`src/rtl/burst_timer_pkg.sv`:
```
// Shared types and constants for the burst timer controller.
package burst_timer_pkg;

    typedef enum logic [1:0] {
        IDLE   = 2'd0,
        ARM    = 2'd1,
        RUN    = 2'd2,
        FINISH = 2'd3
    } burst_state_t;

    // Smallest period that still gives the counter flag a low phase between rollovers.
    localparam int unsigned MIN_PERIOD = 2;

endpackage

```
`src/rtl/rise_detect.sv`:
```
// Registered rising-edge detector; the sync clear forgets the previous sample.
module rise_detect (
    input  logic clk,
    input  logic rst,
    input  logic clear,
    input  logic d,
    output logic rise
);

    logic prev;

    always_ff @(posedge clk) begin
        if (rst || clear) begin
            prev <= 1'b0;
        end else begin
            prev <= d;
        end
    end

    assign rise = d & ~prev;

endmodule

```
`src/rtl/burst_timer_ctrl.sv`:
```
// Burst controller in front of a flex_counter: one tick per counter rollover, done after burst_len ticks.
// Optional BURST_TIMER_ABORT_EN adds an abort input and an aborted status pulse.
module burst_timer_ctrl
    import burst_timer_pkg::*;
#(
    parameter int NUM_BITS   = 4,
    parameter int BURST_BITS = 4
) (
    input  logic                  clk,
    input  logic                  rst,
    input  logic                  start,
    input  logic [NUM_BITS-1:0]   period,
    input  logic [BURST_BITS-1:0] burst_len,
    input  logic                  cnt_rollover_flag,
`ifdef BURST_TIMER_ABORT_EN
    input  logic                  abort,
    output logic                  aborted,
`endif
    output logic                  cnt_clear,
    output logic                  cnt_count_enable,
    output logic [NUM_BITS-1:0]   cnt_rollover_val,
    output logic                  busy,
    output logic                  tick,
    output logic [BURST_BITS-1:0] burst_count,
    output logic                  done,
    output logic                  cfg_err
);

    burst_state_t          state;
    burst_state_t          next_state;
    logic [NUM_BITS-1:0]   period_q;
    logic [BURST_BITS-1:0] len_q;
    logic                  err_q;
    logic                  abort_q;
    logic                  abort_req;
    logic                  rise;
    logic                  cfg_bad;
    logic                  load;
    logic                  count_inc;
    logic                  set_err;
    logic                  set_abort;

`ifdef BURST_TIMER_ABORT_EN
    assign abort_req = abort;
    assign aborted   = (state == FINISH) && abort_q;
`else
    assign abort_req = 1'b0;
`endif

    // Prev sample is dropped while arming so a flag left high cannot be mistaken for stale history.
    rise_detect u_rise (
        .clk   (clk),
        .rst   (rst),
        .clear (state == ARM),
        .d     (cnt_rollover_flag),
        .rise  (rise)
    );

    assign cfg_bad = (32'(period_q) < MIN_PERIOD) || (len_q == '0);

    always_comb begin
        next_state = state;
        load       = 1'b0;
        count_inc  = 1'b0;
        set_err    = 1'b0;
        set_abort  = 1'b0;
        case (state)
            IDLE: begin
                if (start) begin
                    next_state = ARM;
                    load       = 1'b1;
                end
            end
            ARM: begin
                if (abort_req) begin
                    next_state = FINISH;
                    set_abort  = 1'b1;
                end else if (cfg_bad) begin
                    next_state = FINISH;
                    set_err    = 1'b1;
                end else begin
                    next_state = RUN;
                end
            end
            RUN: begin
                // Abort takes priority, so a rollover seen on the same edge is discarded.
                if (abort_req) begin
                    next_state = FINISH;
                    set_abort  = 1'b1;
                end else if (burst_count == len_q) begin
                    next_state = FINISH;
                end else if (rise) begin
                    count_inc = 1'b1;
                end
            end
            FINISH: begin
                next_state = IDLE;
            end
            default: begin
                next_state = IDLE;
            end
        endcase
    end

    always_ff @(posedge clk) begin
        if (rst) begin
            state       <= IDLE;
            period_q    <= '0;
            len_q       <= '0;
            burst_count <= '0;
            tick        <= 1'b0;
            err_q       <= 1'b0;
            abort_q     <= 1'b0;
        end else begin
            state <= next_state;
            tick  <= count_inc;
            if (load) begin
                period_q    <= period;
                len_q       <= burst_len;
                burst_count <= '0;
                err_q       <= 1'b0;
                abort_q     <= 1'b0;
            end else begin
                if (count_inc) begin
                    burst_count <= burst_count + BURST_BITS'(1);
                end
                if (set_err) begin
                    err_q <= 1'b1;
                end
                if (set_abort) begin
                    abort_q <= 1'b1;
                end
            end
        end
    end

    assign cnt_clear        = (state == ARM) || (state == FINISH);
    assign cnt_count_enable = (state == RUN);
    assign cnt_rollover_val = period_q;
    assign busy             = (state != IDLE);
    assign done             = (state == FINISH) && !abort_q;
    assign cfg_err          = (state == FINISH) && err_q && !abort_q;

endmodule
```
`config.mk`:
```
export PLATFORM = sky130hd
export DESIGN_NAME = burst_timer_ctrl
export DESIGN_NICKNAME = d
export VERILOG_FILES = /design/src/rtl/burst_timer_pkg.sv /design/src/rtl/rise_detect.sv /design/src/rtl/burst_timer_ctrl.sv
export SDC_FILE = /design/constraint.sdc
export NUM_CORES = 1
export LEC_CHECK = 0
export ABC_CLOCK_PERIOD_IN_PS = 1700
export CAP_MARGIN = 20
export CORE_MARGIN = 2
export CORE_UTILIZATION = 45
export DETAILED_ROUTE_END_ITERATION = 10
export PLACE_DENSITY_LB_ADDON = 0.1
export SKIP_CTS_REPAIR_TIMING = 1
export SYNTH_ARGS = -nofsm -noshare
export SYNTH_HDL_FRONTEND = slang
export SYNTH_SLANG_ARGS = --single-unit
```
`constraint.sdc`:
```
create_clock -name clk -period 1.7 [get_ports clk]
set_input_delay 0.51 -clock clk [delete_from_list [all_inputs] [get_ports clk]]
set_output_delay 0.51 -clock clk [all_outputs]
set_load 0.01 [all_outputs]
```
==> insert_results.sql <==
INSERT INTO impl_metrics (metric_group, metric, value, unit) VALUES
('synthesis', 'syn-mean-instance-area', '8.592', 'um^2'),
('route', 'route.detailed.vias_per_inst', '5.189', ''),
('status', 'run_status', 'finished, violations left', ''),
('finish', 'antenna-diode-count', '0', ''),
('sta', 'setup_violations', '1', ''),
('setup_path', 'crit_path_cell_trace', 'inv_2 -> ha_1 -> or2_2 -> dlymetal6s2s_1', ''),
('die', 'fp.coreArea', '1745', 'um^2'),
('synthesis', 'synth_cell_types', '27', ''),
('status', 'violations_in_the_final_reports', 'negative setup slack', ''),
('grt', 'globalRoute.totalOverflow', '0', ''),
('power_and_ir_drop', 'combPwrFrac', '0.526', ''),
('grt', 'via_count_of_the_first_global_routing_pass', '782', ''),
('synthesis', 'synth.most_common_cell', 'sky130_fd_sc_hd__dfxtp_1', ''),
('synthesis', 'synth_top_area_frac', '0.4042', ''),
('power_and_ir_drop', 'switching_power', '0.0006059', 'W'),
('sta', 'timing_worst_slew_pin_value', '347.0', 'ps'),
('sta', 'post-route-period-util', '1.065', ''),
('setup_path', 'timing.critical_path.arrival', '1300', 'ps'),
('synthesis', 'seq_area_frac_synth', '0.4042', ''),
('synthesis', 'synth.cells.most_frequent', '17 x sky130_fd_sc_hd__dfxtp_1, 13 x sky130_fd_sc_hd__a21oi_1, 12 x sky130_fd_sc_hd__nand2_1', ''),
('setup_path', 'critical-path-slowest-cell', 'sky130_fd_sc_hd__dfxtp_2', ''),
('sta', 'maxSlewHeadroom', '0.7679', ''),
('cts', 'clock_tree.htree_level_count', '1', ''),
('grt', 'grt_usage', '0.2104', ''),
('cts', 'ctsLongestPathBuffers', '2', ''),
('synthesis', 'synth.cell_area', '842.1', 'um^2'),
('synthesis', 'synth_async_sr_flop_share', '0', ''),
('setup_path', 'timing.critical_path.buf_inv', '2', ''),
('die', 'start_util', '0.4824', ''),
('die', 'std_cell_rows', '15', ''),
('setup_path', 'cp_slowest_stage_delay', '360', 'ps'),
('route', 'initialDrtViolationCount', '17', ''),
('synthesis', 'top_reg_cell_synth', 'sky130_fd_sc_hd__dfxtp_1', ''),
('power_and_ir_drop', 'p_leak', '0.7343', 'nW'),
('power_and_ir_drop', 'total_power', '0.001598', 'W'),
('grt', 'grt_first_pass_wirelength', '3.318', 'mm'),
('sta', 'finalHoldViolations', '0', ''),
('die', 'ios', '26', ''),
('finish', 'layout.area.seq', '347.8', 'um^2'),
('finish', 'fill_cells', '128', ''),
('route', 'first_pass_iteration_count_of_the_detailed_router', '4', ''),
('setup_path', 'setup.worst_path.class', 'reg2out', ''),
('placed_design', 'placement.io_buffers', '25', ''),
('sta', 'max_clock_freq', '0.5523', 'GHz'),
('finish', 'multi_input_comb_area', '510.5', 'um^2'),
('grt', 'grt_start_max_net_pins', '14', ''),
('cts', 'numCtsBuffers', '3', ''),
('power_and_ir_drop', 'p_int', '0.0009920', 'W'),
('cts', 'tritoncts', 'built', ''),
('sta', 'setup_ws', '-110.6', 'ps'),
('route', 'route.detailed.drc', '0', ''),
('synthesis', 'synthesis.nets', '116', ''),
('synthesis', 'ys_seq_elements', '17', ''),
('route', 'detail_route.wl_per_cell', '13.09', 'um'),
('route', 'totalWireLength', '2.147', 'mm'),
('sta', 'finalMaxSlewViolations', '0', ''),
('synthesis', 'cell_type_contributing_the_most_total_cell_area_after_synthesis', 'sky130_fd_sc_hd__dfxtp_1', ''),
('power_and_ir_drop', 'p_seq_frac', '0.339', ''),
('sta', 'setup_skew', '2.061', 'ps'),
('grt', 'grt_antenna_before_repair', '0', ''),
('setup_path', 'worstSetupStartpointType', 'flop', ''),
('setup_path', 'critPathMaxFanout', '3', ''),
('hold_path', 'timing.hold.worst.class', 'reg2reg', ''),
('sta', 'finalSetupTns', '-110.6', 'ps'),
('placed_design', 'detailedPlacementHpwl', '1.615', 'mm'),
('sta', 'finalCriticalPeriod', '1811', 'ps'),
('placed_design', 'place.gp.congestion', '0.7973', ''),
('synthesis', 'postSynthCellCount', '98', ''),
('cts', 'clock_tree.root_cell', 'sky130_fd_sc_hd__clkbuf_4', ''),
('power_and_ir_drop', 'share_clk_of_total_power', '0.135', ''),
('cts', 'clock_latency', '280', 'ps');
## kinds of logic after synthesis
kind of cell             after synthesis  share of synthesized area
AND/OR/NAND/NOR                       41                     0.2452
AO/OA/AOI/OAI                         22                     0.1768
flip-flops                            17                     0.4042
buffers and inverters                  7                    0.03120
adder cells (fa/ha/maj)                6                    0.08915
XOR/XNOR                               4                    0.04160
multiplexers                           1                    0.01189
## area by class of cell
type                    count  share of cell area
multi-input cells          74              0.3856
repair buffers             40              0.2958
flip-flops and latches     17              0.2628
well taps                  25             0.02363
clock buffers               3             0.01701
inverters                   4             0.01134
clock inverters             1            0.003781
## power by group through the flow
stage                     combinational [W]  sequential, W  clock (W)
final                              0.000841       0.000542   0.000215
after global routing               0.000921       0.000551   0.000242
after CTS                          0.000826       0.000528   0.000217
after detailed placement           0.000821       0.000537          0
after global placement             0.000801       0.000531          0
after floorplan                    0.000415       0.000540          0
## path summary, 6_finish.rpt
kind / start / to / slack [ps] / cells past startpoint
max reg2reg: state[1] / burst_count[2] / 50 / 8
min reg2reg: err_q / err_q / 450 / 2
min: err_q / err_q / 450 / 2
max: state[1] / cnt_clear / -110 / 4
## state kept, by name, summed over array words and instances, names as in the netlist
register and cells:
len_q 4, u_rise.prev 1, tick 1, burst_count 4, err_q 1, cnt_rollover_val 4, state 2
## layout by cell type, fill, tap and decap left out, types with 2 or more instances in the layout
cell and instances:
sky130_fd_sc_hd__inv_1 2, sky130_fd_sc_hd__nand2b_1 2, sky130_fd_sc_hd__nand3b_1 2, sky130_fd_sc_hd__dfxtp_2 6, sky130_fd_sc_hd__dfxtp_1 11, sky130_fd_sc_hd__xor2_2 3
sky130_fd_sc_hd__clkdlybuf4s50_1 12, sky130_fd_sc_hd__dlymetal6s2s_1 12, sky130_fd_sc_hd__ha_1 5, sky130_fd_sc_hd__buf_4 14, sky130_fd_sc_hd__clkbuf_4 3, sky130_fd_sc_hd__inv_2 2
sky130_fd_sc_hd__nor2_1 5, sky130_fd_sc_hd__a21oi_1 13, sky130_fd_sc_hd__nor2b_1 2, sky130_fd_sc_hd__o21ai_0 4, sky130_fd_sc_hd__nor3_1 2, sky130_fd_sc_hd__nand2_1 12
sky130_fd_sc_hd__or3_1 2, sky130_fd_sc_hd__nand3_1 8
## metrics by stage
stage | std cells | area, um^2
floorplan | 98 | 842.1
global placement | 160 | 1225
detailed placement | 160 | 1225
CTS | 164 | 1252
global route | 164 | 1324
finish | 164 | 1324
## layer usage
| metal | share of wire | vias to the layer above | track usage |
|---|---|---|---|
| met5 | 0 | - | 0 |
| met4 | 0.0070 | 0 | 0.05000 |
| met3 | 0.063 | 2 | 0.02308 |
| met2 | 0.50 | 31 | 0.3784 |
| met1 | 0.43 | 396 | 0.2656 |
| li1 | - | 422 | - |
## worst min-delay path, cell delays in order (launching register included)
cell,delay (ps)
sky130_fd_sc_hd__dfxtp_1,320
sky130_fd_sc_hd__inv_1,50
sky130_fd_sc_hd__a21oi_1,50
Power figures use the tool's default switching activity.
